File: src/rtl/uart_tx_fifo.sv
// UART transmitter fed by a small synchronous FIFO; frames (start, data LSB-first,
// optional parity, 1-2 stop bits) are sent back-to-back while words remain queued.
module uart_tx_fifo #(
    parameter int DATA_BITS    = 8,
    parameter int DEPTH        = 4,
    parameter int CLKS_PER_BIT = 868,
    parameter int PARITY       = 0,
    parameter int STOP_BITS    = 1
) (
    input  logic                       clk,
    input  logic                       rst,
    input  logic [DATA_BITS-1:0]       data_i,
    input  logic                       valid_in,
    output logic                       ready_in,
    output logic                       tx,
    output logic                       tx_busy,
    output logic                       tx_done,
    output logic [$clog2(DEPTH):0]     fifo_count
);

    localparam int AW = $clog2(DEPTH);
    localparam int CW = AW + 1;
    localparam int BW = $clog2(CLKS_PER_BIT);

    localparam logic [CW-1:0] FULL_CNT  = CW'(DEPTH);
    localparam logic [BW-1:0] BAUD_LAST = BW'(CLKS_PER_BIT - 1);
    localparam logic [2:0]    DATA_LAST = 3'(DATA_BITS - 1);
    localparam logic [2:0]    STOP_LAST = 3'(STOP_BITS - 1);

    if (DATA_BITS < 5 || DATA_BITS > 8) begin : g_bad_data_bits
        $error("uart_tx_fifo: DATA_BITS must be in 5..8");
    end
    if (DEPTH < 2 || (DEPTH & (DEPTH - 1)) != 0) begin : g_bad_depth
        $error("uart_tx_fifo: DEPTH must be a power of 2 and >= 2");
    end
    if (CLKS_PER_BIT < 2) begin : g_bad_clks
        $error("uart_tx_fifo: CLKS_PER_BIT must be >= 2");
    end
    if (PARITY < 0 || PARITY > 2) begin : g_bad_parity
        $error("uart_tx_fifo: PARITY must be 0, 1 or 2");
    end
    if (STOP_BITS < 1 || STOP_BITS > 2) begin : g_bad_stop
        $error("uart_tx_fifo: STOP_BITS must be 1 or 2");
    end

    typedef enum logic [2:0] {
        S_IDLE,
        S_START,
        S_DATA,
        S_PARITY,
        S_STOP
    } state_t;

    // Parity of a whole data word: even sends the XOR, odd sends its complement.
    function automatic logic parity_of(input logic [DATA_BITS-1:0] d);
        return (PARITY == 2) ? ~^d : ^d;
    endfunction

    state_t               state, state_n;
    logic [BW-1:0]        baud_cnt, baud_n;
    logic [2:0]           bit_cnt, bit_n;
    logic                 tx_r, tx_n;
    logic [DATA_BITS-1:0] shift_reg, shift_n;
    logic                 par_bit;

    logic [DATA_BITS-1:0] mem [DEPTH];
    logic [AW-1:0]        wr_ptr, rd_ptr;
    logic [CW-1:0]        count;
    logic [DATA_BITS-1:0] head;

    logic push, pop, done, baud_last, fifo_nonempty;

    assign head          = mem[rd_ptr];
    assign fifo_nonempty = (count != '0);
    assign baud_last     = (baud_cnt == BAUD_LAST);
    assign ready_in      = !rst && (count != FULL_CNT);
    assign push          = valid_in && ready_in;

    always_comb begin
        state_n = state;
        bit_n   = bit_cnt;
        tx_n    = tx_r;
        shift_n = shift_reg;
        pop     = 1'b0;
        done    = 1'b0;
        baud_n  = (state == S_IDLE || baud_last) ? '0 : baud_cnt + BW'(1);

        case (state)
            S_IDLE: begin
                tx_n  = 1'b1;
                bit_n = '0;
                if (fifo_nonempty) begin
                    pop     = 1'b1;
                    tx_n    = 1'b0;
                    state_n = S_START;
                end
            end
            S_START: begin
                if (baud_last) begin
                    state_n = S_DATA;
                    bit_n   = '0;
                    tx_n    = shift_reg[0];
                end
            end
            S_DATA: begin
                if (baud_last) begin
                    if (bit_cnt == DATA_LAST) begin
                        bit_n = '0;
                        if (PARITY != 0) begin
                            state_n = S_PARITY;
                            tx_n    = par_bit;
                        end else begin
                            state_n = S_STOP;
                            tx_n    = 1'b1;
                        end
                    end else begin
                        bit_n   = bit_cnt + 3'd1;
                        shift_n = shift_reg >> 1;
                        tx_n    = shift_reg[1];
                    end
                end
            end
            S_PARITY: begin
                if (baud_last) begin
                    state_n = S_STOP;
                    bit_n   = '0;
                    tx_n    = 1'b1;
                end
            end
            S_STOP: begin
                tx_n = 1'b1;
                if (baud_last) begin
                    if (bit_cnt == STOP_LAST) begin
                        done  = 1'b1;
                        bit_n = '0;
                        // Chain straight into the next start bit when more words wait.
                        if (fifo_nonempty) begin
                            pop     = 1'b1;
                            tx_n    = 1'b0;
                            state_n = S_START;
                        end else begin
                            state_n = S_IDLE;
                        end
                    end else begin
                        bit_n = bit_cnt + 3'd1;
                    end
                end
            end
            default: begin
                state_n = S_IDLE;
                tx_n    = 1'b1;
            end
        endcase
    end

    always_ff @(posedge clk) begin
        if (rst) begin
            state    <= S_IDLE;
            baud_cnt <= '0;
            bit_cnt  <= '0;
            tx_r     <= 1'b1;
            wr_ptr   <= '0;
            rd_ptr   <= '0;
            count    <= '0;
        end else begin
            state    <= state_n;
            baud_cnt <= baud_n;
            bit_cnt  <= bit_n;
            tx_r     <= tx_n;
            if (push) wr_ptr <= wr_ptr + AW'(1);
            if (pop)  rd_ptr <= rd_ptr + AW'(1);
            case ({push, pop})
                2'b10:   count <= count + CW'(1);
                2'b01:   count <= count - CW'(1);
                default: count <= count;
            endcase
        end
    end

    // Storage and shift path carry no reset; control state alone decides validity.
    always_ff @(posedge clk) begin
        if (push) mem[wr_ptr] <= data_i;
        if (pop) begin
            shift_reg <= head;
            par_bit   <= parity_of(head);
        end else begin
            shift_reg <= shift_n;
        end
    end

    assign tx         = tx_r;
    assign tx_busy    = (state != S_IDLE);
    assign tx_done    = done && !rst;
    assign fifo_count = count;

endmodule
File: config.mk
export PLATFORM = sky130hd
export DESIGN_NAME = uart_tx_fifo
export DESIGN_NICKNAME = d
export VERILOG_FILES = /design/src/rtl/uart_tx_fifo.sv
export SDC_FILE = /design/constraint.sdc
export NUM_CORES = 1
export LEC_CHECK = 0
export CAP_MARGIN = 20
export CORE_UTILIZATION = 60
export CTS_CLUSTER_DIAMETER = 150
export DETAILED_ROUTE_END_ITERATION = 8
export PLACE_DENSITY = 0.88
export RECOVER_POWER = 100
export SYNTH_ARGS = -nofsm -noshare
export SYNTH_HDL_FRONTEND = slang
export SYNTH_SLANG_ARGS = --single-unit
File: constraint.sdc
create_clock -name clk -period 5.75 [get_ports clk]
set_input_delay 1.4375 -clock clk [delete_from_list [all_inputs] [get_ports clk]]
set_output_delay 1.4375 -clock clk [all_outputs]
set_load 0.01 [all_outputs]
==> run metrics <==
Final ANT Viol Nets=0; number of global-route vias before repair=between 1.5k and 2k; Most common cell on crit path=dlygate4sd3_1; TNS Setup=0 ns; IO buf count=17; WL final=5110 um; Total GRT Usage=a little under a quarter; total gr overflow=0; # rows=24; final critical-path required period=4.78 ns; final net count=approximately 270; final hold vios=0; HPWL Detailed=between 3000 and 4000 um; Routed wire per std cell=approximately 17 um; vias=about 1.8k; VDD IR max=~0.32 mV; area of the multi-input gates=0.00109 mm2; initial drt markers=~120; Yosys cell types=44; H-tree Lvls=3; DRC Markers=0; Peak Freq=around 0.21 GHz; synthesis-to-finish area growth=13.6%; #FFs+latches synth=between 60 and 70; design area=~0.0033 mm2; DR pass1 iterations=4; DIE HEIGHT=71.5 um; crit-path max cell delay=0.64 ns; status=complete, no violations; CTS root buf=clkbuf_8; Slowest-stage cell, CP=dlygate4sd3_1; Synth Cell Area=around 0.0029 mm2; ANT cells=0; skew final=0.00668 ns; Core Region=around 0.0045 mm2; Pleak=0.00109 uW; Num CTS Buffers=9; maximum clock path buffer count=2; RSZ-0062 raised after global routing=no; Via density=about 5.8; gpl congestion=~0.9; utilization after layout=73.2%; clock latency on the worst-skew pair=0.34 ns; Synth Area per Inst=13.0 um2; synth warn=0; Die Footprint=slightly above 0.005 mm2; Startpoint Class=input port; ys async rst share=0%; worst path required time=approximately 4.3 ns; initial antenna violation count=0; Horiz. Die Dim=between 70 and 80 um; CTS tree=done; EDFF count, synth=40; final-report setup violation count=0; Power Density=approximately 410 mW/mm2; Initial Util=between 60% and 70%; Cells after Synth=around 220; Final period util=between 80 and 90%; cts hold-fix bufs=0; post-CTS sizing=0; Seq/Total Area, Yosys=between 50% and 60%; Max Slew Vio Count=0; share of cells above drive strength 1=a little over an eighth; critical path type=input port to primary output; setup bufs post-CTS=0; post-synthesis net count=245; Hold Path Class=register to register; global-route wire length before repair=roughly 8700 um; worst-path fanout max=22; crit path capture type=primary output; Filler cells=280; Worst-path clk slew=approximately 0.070 ns; Placed Area=roughly 0.0031 mm2; CP arrival=between 3 and 4 ns; FF+latch area=between 0.0015 and 0.002 mm2; max FFs per register=32; Cell Chain, Critical Path=dlygate4sd3_1 -> clkbuf_1 -> nor4_1 -> dlygate4sd3_1; Worst slew margin=between 40% and 50%; pin slew with the least headroom to its limit=0.832 ns; top_reg_cell synth=edfxtp_1; largest net degree at the start of global routing=23; CTS Sinks=66; max cap viols=0; Ports=18
## per-layer routing
metal | vias up | wire length [um] | GRT usage, %
met2 | 47 | 2410 | 34.2
met4 | 0 | 109 | 12.2
li1 | 867 | - | -
met1 | 841 | 2310 | 32.6
met5 | - | 0 | 0
met3 | 11 | 275 | 7.03
## through the flow
stage	worst slack (ns)	instances	total power (uW)	hold slack, ns
3_5_place_dp	1.43	286	1000	0.467
2_1_floorplan	2.25	224	893	0.430
6_report	0.974	302	1370	0.502
4_1_cts	1.43	302	1380	0.509
5_1_grt	0.858	302	1440	0.532
3_3_place_gp	1.44	286	988	0.446
## power breakdown
group	leakage [uW]	switching, uW	internal, uW	total [uW]
clock	0.0000889	181	198	379
combinational	0.000421	176	166	342
sequential	0.000577	55.8	590	646
## Yosys cell counts, types with 2 or more instances
cell type | instances | area share [%]
edfxtp_1 | 40 | 41
dfxtp_1 | 26 | 18
nor2_1 | 21 | 2.7
inv_1 | 14 | 1.8
nand2_1 | 11 | 1.4
a21oi_1 | 10 | 1.7
ha_1 | 9 | 3.9
clkbuf_1 | 8 | 1.0
mux2_2 | 8 | 3.1
mux4_2 | 8 | 6.2
nand2b_1 | 7 | 1.5
xnor2_1 | 7 | 2.1
nand3_1 | 5 | 0.86
o21ai_0 | 5 | 0.86
and2_1 | 4 | 0.86
nor3_1 | 4 | 0.69
xor2_1 | 4 | 1.2
mux2i_1 | 3 | 1.0
o31ai_1 | 3 | 0.78
nor4_1 | 2 | 0.43
or3_1 | 2 | 0.43
## critical path: cells and delay by family
family	cells	cell delay [ns]
simple gates	1	0.12
buf+inv	3	1.79
## worst paths after layout
kind                    to   startpoint  slack [ns]  depth (start not counted)
min reg2reg    baud_cnt[0]  baud_cnt[0]        0.50                          1
max reg2reg  fifo_count[2]  baud_cnt[0]        2.35                         11
min            baud_cnt[0]  baud_cnt[0]        0.50                          1
max                tx_done          rst        0.97                          4
## logic make-up (layout without fill, tap and decap cells)
group / after synthesis / in the layout / share of synthesized area (%)
AND/OR/NAND/NOR: 66 / 66 / 12.3
buffers and inverters: 23 / 49 / 2.98
multiplexers: 19 / 19 / 10.3
XOR/XNOR: 11 / 11 / 3.32
flip-flops: 66 / 66 / 59.3
AO/OA/AOI/OAI: 28 / 28 / 6.73
adder cells (fa/ha/maj): 11 / 11 / 4.96
## layout by cell type (no fill, tap or decap), drive strengths merged, types with 2 or more instances in the layout
cell type / netlist / layout
nor4: 2 / 2
or3: 2 / 2
edfxtp: 40 / 40
xor2: 4 / 4
dlygate4sd3: 0 / 16
inv: 14 / 14
clkinvlp: 0 / 3
clkinv: 0 / 3
nor3: 4 / 4
nand2b: 7 / 7
a21oi: 10 / 10
o21ai: 5 / 5
nand2: 11 / 11
xnor2: 7 / 7
ha: 9 / 9
and2: 4 / 4
o41ai: 2 / 2
nand3: 5 / 5
dfxtp: 26 / 26
o31ai: 3 / 3
clkbuf: 8 / 11
mux4: 8 / 8
mux2i: 3 / 3
nor2: 21 / 21
mux2: 8 / 8
## cell type report
cell class | count | area share [%]
flip-flops and latches | 66 | 52.2
multi-input cells | 135 | 32.9
repair buffers | 19 | 5.39
clock buffers | 9 | 3.76
clock inverters | 7 | 2.13
well taps | 52 | 1.97
inverters | 14 | 1.59
No activity file was read; power rests on OpenSTA's default activity.
